File: config.mk
export PLATFORM = sky130hd
export DESIGN_NAME = mig_calib_monitor
export DESIGN_NICKNAME = d
export VERILOG_FILES = /design/src/rtl/mig_pkg.sv /design/src/rtl/sync_2ff.sv /design/src/rtl/mig_calib_monitor.sv
export SDC_FILE = /design/constraint.sdc
export NUM_CORES = 1
export LEC_CHECK = 0
export BUFFER_PORTS_ARGS = -buffer_cell sky130_fd_sc_hd__buf_2
export CELL_PAD_IN_SITES_DETAIL_PLACEMENT = 1
export CELL_PAD_IN_SITES_GLOBAL_PLACEMENT = 1
export CORE_MARGIN = 1.5
export CORE_UTILIZATION = 45
export DETAILED_ROUTE_END_ITERATION = 16
export PLACE_DENSITY = 0.77
export SETUP_SLACK_MARGIN = 0.2
export SLEW_MARGIN = 20
export SYNTH_ARGS = -nofsm -noshare
export SYNTH_HDL_FRONTEND = slang
export SYNTH_SLANG_ARGS = --single-unit
export TNS_END_PERCENT = 100
File: constraint.sdc
create_clock -name i_Clock -period 2.4 [get_ports i_Clock]
set_input_delay 0.24 -clock i_Clock [delete_from_list [all_inputs] [get_ports i_Clock]]
set_output_delay 0.24 -clock i_Clock [all_outputs]
set_load 0.02 [all_outputs]
File: src/rtl/mig_pkg.sv
// Shared MIG definitions: FSM state encoding and default 200 MHz timing values
// used by the calibration monitor and the reset generator.
package mig_pkg;

  localparam int unsigned MIG_STATE_WIDTH   = 3;
  localparam int unsigned MIG_COUNTER_WIDTH = 24;
  localparam int unsigned MIG_RETRY_HOLD    = 40000;    // 200 us at 200 MHz
  localparam int unsigned MIG_CALIB_TIMEOUT = 2000000;  // 10 ms at 200 MHz
  localparam int unsigned MIG_STABLE_CYCLES = 64;
  localparam int unsigned MIG_MAX_RETRIES   = 3;
  localparam int unsigned MIG_RETRY_WIDTH   = 2;

  typedef enum logic [MIG_STATE_WIDTH-1:0] {
    ST_IDLE       = 3'd0,
    ST_HOLD       = 3'd1,
    ST_WAIT_CALIB = 3'd2,
    ST_STABLE     = 3'd3,
    ST_READY      = 3'd4,
    ST_FAULT      = 3'd5
  } mig_state_e;

endpackage

File: src/rtl/sync_2ff.sv
// Generic two-flop synchronizer with asynchronous active-low reset.
// Ports: clk, rst_n, d (async input), q (synchronized, 2-cycle latency).
module sync_2ff #(
  parameter int unsigned WIDTH = 1
) (
  input  logic             clk,
  input  logic             rst_n,
  input  logic [WIDTH-1:0] d,
  output logic [WIDTH-1:0] q
);

  logic [WIDTH-1:0] meta;

  always_ff @(posedge clk or negedge rst_n) begin
    if (!rst_n) begin
      meta <= '0;
      q    <= '0;
    end else begin
      meta <= d;
      q    <= meta;
    end
  end

endmodule

File: src/rtl/mig_calib_monitor.sv
// Sequences the DDR MIG from reset release through calibration to a qualified
// ready indication, retrying by re-pulsing MIG reset and latching a sticky fault
// once the retry budget is spent.
// Ports:
//   i_Clock, i_Reset_N (async active-low)  clock and reset
//   i_Enable          sequence enable; low aborts to IDLE
//   i_Calib_Complete  MIG init_calib_complete (asynchronous)
//   o_Mig_Reset       MIG sys_rst_n drive (1 = released)
//   o_Ready           calibration qualified
//   o_Fault           retries exhausted (sticky until enable low / reset)
//   o_Retry_Count     retries consumed
//   o_State           current FSM state encoding
//   o_Calib_Latency   only with CALIB_MONITOR_LATENCY_EN: timeout count at READY entry
module mig_calib_monitor
  import mig_pkg::*;
#(
  parameter int unsigned COUNTER_WIDTH = MIG_COUNTER_WIDTH,
  parameter int unsigned RETRY_HOLD    = MIG_RETRY_HOLD,
  parameter int unsigned CALIB_TIMEOUT = MIG_CALIB_TIMEOUT,
  parameter int unsigned STABLE_CYCLES = MIG_STABLE_CYCLES,
  parameter int unsigned MAX_RETRIES   = MIG_MAX_RETRIES,
  parameter int unsigned RETRY_WIDTH   = MIG_RETRY_WIDTH
) (
  input  logic                       i_Clock,
  input  logic                       i_Reset_N,
  input  logic                       i_Enable,
  input  logic                       i_Calib_Complete,
  output logic                       o_Mig_Reset,
  output logic                       o_Ready,
  output logic                       o_Fault,
  output logic [RETRY_WIDTH-1:0]     o_Retry_Count,
  output logic [MIG_STATE_WIDTH-1:0] o_State
`ifdef CALIB_MONITOR_LATENCY_EN
  ,
  output logic [COUNTER_WIDTH-1:0]   o_Calib_Latency
`endif
);

  mig_state_e               state;
  logic                     calib_s;
  logic [COUNTER_WIDTH-1:0] hold_cnt;
  logic [COUNTER_WIDTH-1:0] tmo_cnt;
  logic [COUNTER_WIDTH-1:0] stable_cnt;

  logic tmo_hit_c;
  logic hold_done_c;
  logic stable_done_c;
  logic exhausted_c;
  logic retry_c;
  logic enter_hold_c;
  logic enter_ready_c;

  // Only the synchronized calibration flag is used by the FSM
  sync_2ff #(.WIDTH(1)) u_calib_sync (
    .clk   (i_Clock),
    .rst_n (i_Reset_N),
    .d     (i_Calib_Complete),
    .q     (calib_s)
  );

  assign tmo_hit_c     = (tmo_cnt == COUNTER_WIDTH'(CALIB_TIMEOUT - 1));
  assign hold_done_c   = (hold_cnt == COUNTER_WIDTH'(RETRY_HOLD - 1));
  assign stable_done_c = (stable_cnt == COUNTER_WIDTH'(STABLE_CYCLES - 1));
  assign exhausted_c   = (o_Retry_Count == RETRY_WIDTH'(MAX_RETRIES));

  // Retry trigger: timeout while calibrating (beats any calib progress) or loss in READY
  always_comb begin
    retry_c = 1'b0;
    case (state)
      ST_WAIT_CALIB, ST_STABLE: retry_c = tmo_hit_c;
      ST_READY:                 retry_c = !calib_s;
      default:                  retry_c = 1'b0;
    endcase
  end

  assign enter_hold_c  = (state == ST_IDLE) || (retry_c && !exhausted_c);
  assign enter_ready_c = (state == ST_STABLE) && !tmo_hit_c && calib_s && stable_done_c;

  assign o_State = state;

  // Sequencer FSM, counters and registered outputs
  always_ff @(posedge i_Clock or negedge i_Reset_N) begin
    if (!i_Reset_N) begin
      state         <= ST_IDLE;
      hold_cnt      <= '0;
      tmo_cnt       <= '0;
      stable_cnt    <= '0;
      o_Retry_Count <= '0;
      o_Mig_Reset   <= 1'b0;
      o_Ready       <= 1'b0;
      o_Fault       <= 1'b0;
    end else if (!i_Enable) begin
      state         <= ST_IDLE;
      hold_cnt      <= '0;
      tmo_cnt       <= '0;
      stable_cnt    <= '0;
      o_Retry_Count <= '0;
      o_Mig_Reset   <= 1'b0;
      o_Ready       <= 1'b0;
      o_Fault       <= 1'b0;
    end else if (retry_c) begin
      hold_cnt    <= '0;
      tmo_cnt     <= '0;
      stable_cnt  <= '0;
      o_Mig_Reset <= 1'b0;
      o_Ready     <= 1'b0;
      if (exhausted_c) begin
        state   <= ST_FAULT;
        o_Fault <= 1'b1;
      end else begin
        state         <= ST_HOLD;
        o_Retry_Count <= o_Retry_Count + RETRY_WIDTH'(1);
      end
    end else begin
      case (state)
        ST_IDLE: begin
          state    <= ST_HOLD;
          hold_cnt <= '0;
        end
        ST_HOLD: begin
          if (hold_done_c) begin
            state       <= ST_WAIT_CALIB;
            tmo_cnt     <= '0;
            o_Mig_Reset <= 1'b1;
          end else begin
            hold_cnt <= hold_cnt + COUNTER_WIDTH'(1);
          end
        end
        ST_WAIT_CALIB: begin
          tmo_cnt <= tmo_cnt + COUNTER_WIDTH'(1);
          if (calib_s) begin
            state      <= ST_STABLE;
            stable_cnt <= '0;
          end
        end
        ST_STABLE: begin
          if (!calib_s) begin
            state      <= ST_WAIT_CALIB;
            stable_cnt <= '0;
            tmo_cnt    <= tmo_cnt + COUNTER_WIDTH'(1);
          end else if (stable_done_c) begin
            state   <= ST_READY;
            o_Ready <= 1'b1;
          end else begin
            stable_cnt <= stable_cnt + COUNTER_WIDTH'(1);
            tmo_cnt    <= tmo_cnt + COUNTER_WIDTH'(1);
          end
        end
        ST_READY, ST_FAULT: begin
          state <= state;
        end
        default: begin
          state       <= ST_IDLE;
          o_Mig_Reset <= 1'b0;
          o_Ready     <= 1'b0;
          o_Fault     <= 1'b0;
        end
      endcase
    end
  end

`ifdef CALIB_MONITOR_LATENCY_EN
  // Captures how long calibration took within the current release window
  always_ff @(posedge i_Clock or negedge i_Reset_N) begin
    if (!i_Reset_N) begin
      o_Calib_Latency <= '0;
    end else if (!i_Enable || enter_hold_c) begin
      o_Calib_Latency <= '0;
    end else if (enter_ready_c) begin
      o_Calib_Latency <= tmo_cnt;
    end
  end
`else
  // Latency capture not built; enter_ready_c only feeds the optional register
  logic unused_c;
  assign unused_c = enter_ready_c & enter_hold_c;
`endif

endmodule

==> flow_metrics.tcl <==
set metrics [dict create \
    yosysWarnings 0 \
    start_util_pct 45.84 \
    syn_nets 550 \
    netlist_instances 542 \
    vias 4591 \
    synthTopCellsByArea "dfrtp_1 44%, o21ai_0 6.8%, nor2_1 4.6%" \
    cts.sinks 82 \
    num-fill-cells 1198 \
    gp_congestion 0.8179 \
    antenna_cells 0 \
    fin_crit_ns 2.170 \
    netlist_top_cells_count "82 x dfrtp_1, 64 x o21ai_0, 57 x nor2_1" \
    fmax_ghz 0.4608 \
    worst_pin_slew_ns 0.5721 \
    ys_seq_area_share_pct 43.76 \
    status "completed" \
    firstDrtPassIters 4 \
    yosysMostFrequentCell "dfrtp_1" \
    synth_seq_cells 82 \
    root_buffer "clkbuf_8" \
    ys_types 60 \
    finalSetupViolCount 0 \
    rows 37 \
    cts.path.max_buffers 2 \
    grt_pass1_vias 4580 \
    yosys.area.top_type "dfrtp_1" \
    cts_tree "done" \
    hold_violations 0 \
    clock_latency_ns 0.36 \
    hold_class "in2reg" \
    synth-edff-count 0 \
    crit_cells 6 \
    fp.coreArea_um2 10230 \
    cellLeakagePower_nw 2.373 \
    die_w_um 105.1 \
    clock_skew_ns 0.01520 \
    io_pins 12 \
    drive_gt1_share_pct 23.42 \
    relSlewSlack_pct 61.51 \
    worstHoldStart "i_Enable" \
    antenna_found_initial 0 \
    period_share_pct 90.42 \
    path_class "reg2reg" \
    grt_pass1_wl_mm 22.79 \
    rrSetupSlack_ns 0.23 \
    rsz0062_at_grt "true" \
    crit_path_end_kind "register" \
    fin_ws_ns 0.2300 \
    critPathMaxStageDelay_ns 0.59 \
    report.final.slew_viol_count 0 \
    worstPathRequired_ns 2.70 \
    cp_cell_sequence "or4b_4, o21ai_2, o21ai_4, or4_1, a21oi_1, a21o_1" \
    power_density_nw_per_um2 670.3 \
    drt_iter0_markers 212 \
    grt_max_degree 42 \
    post-place-ws_ns -0.003672 \
    drtAntennaViolNets 0 \
    crit_fanout 8 \
    port_buffers 11 \
    path_delay_family "simple AND/OR/NAND/NOR gates" \
    grt_util_all_layers_pct 25.38 \
    cts_inserted_buffers 9 \
    peakVddDrop_mv 0.2934 \
    drc 0 \
    maxCapViolCount 0 \
    die_h_um 105.1 \
    synthFlopType "dfrtp_1" \
    fin_nets 605 \
    routed_wirelength_mm 14.65 \
    fin_setup_tns_ns 0 \
    syn2layout_area_growth_pct 21.66 \
    critPathBufInv 0 \
    dp_hpwl_mm 9.004 \
    synthArstFlopShare_pct 100.0 \
    startpoint "o_State[1]" \
    power_mw 3.824 \
    timing.rr.start "o_State[1]" \
    whs_path_depth 2 \
    grt_overflow 0 \
    cts.clk_slew.worst_paths_ns 0.09 \
    crit_slowest_cell "or4b_4" \
    worst_setup_path_start_kind "register" \
    die_area_um2 11040 \
    htreeDepth 3 \
    fin_hold_ws_ns 0.2702 \
    wl_per_cell_um 19.86 \
    avgSynthCellArea_um2 8.652 \
    cp_data_arrival_time_ns 2.47 \
    reg2reg_depth 6 \
    syn_area_um2 4689 \
    routed_via_density 6.221 \
    yosysTopAreaCellShare_pct 43.76 \
]
[final cells by class]
cell class,count,area (µm²),share of cell area [%]
clock buffer,12,145.1,2.544
clock inverter,4,75.07,1.316
inverter,11,41.29,0.7237
multi-input combinational,424,2639,46.25
sequential,82,2073,36.34
tap,136,170.2,2.982
timing repair buffer,69,561.8,9.846
[per-stage QoR]
step	instance area, µm²	cells	util (%)
after floorplan	4690	542	-
after global placement	5022	692	49.09
after detailed placement	5022	692	49.09
after CTS	5343	714	52.22
after global routing	5705	738	55.77
final	5705	738	55.77
[registers in the layout (all words and copies together) (netlist names)]
register and flops:
hold_cnt 24, o_Fault 1, o_Mig_Reset 1, o_Ready 1, o_Retry_Count 2, o_State 3, stable_cnt 24, tmo_cnt 24
u_calib_sync.meta 1, u_calib_sync.q 1
[layout by cell type, fill, tap and decap left out, types with 11 or more instances in the layout]
cell type / n
nand4_1: 24
o21ai_1: 18
and3_1: 11
dfrtp_2: 17
o21ai_0: 55
dfrtp_1: 65
nor2_1: 57
nand2_1: 46
xnor2_1: 16
buf_4: 48
a31oi_1: 18
nand3_1: 18
inv_1: 11
a21oi_1: 34
[logic make-up after synthesis]
logic type	synth area share (%)
simple gates	26.76
compound gates	20.73
flops	43.76
buf+inv	4.082
xor+xnor	3.175
fa+ha+maj	1.067
mux	0.4269
[path summary, 6_finish.rpt]
kind / to
worst max register to register: tmo_cnt[7]
worst min register to register: u_calib_sync.q
worst min-delay path: o_Fault
min in group asynchronous: hold_cnt[15]
max in group asynchronous: stable_cnt[10]
worst max-delay path: tmo_cnt[7]
[timing repair]
action,CTS,global route
setup buffers,4,22
gates cloned,0,2
setup endpoints to repair,60,58
resized for setup,11,50
hold buffers,2,0
pin swaps,3,12
hold endpoints to repair,39,0
[power by group]
part / internal [mW] / switching (mW) / total, mW
Combinational: 0.466 / 0.714 / 1.18
Sequential: 1.42 / 0.0614 / 1.48
Clock: 0.617 / 0.543 / 1.16
Total: 2.51 / 1.32 / 3.82
[routing by layer]
layer | global-route usage [%] | vias to the layer above | part of all wire (%)
met1 | 32.93 | 2361 | 44
met5 | 0 | - | 0
met4 | 8.023 | 0 | 2.0
met3 | 3.306 | 29 | 3.1
met2 | 43.88 | 92 | 51
li1 | - | 2109 | -
Power figures use the tool's default switching activity.
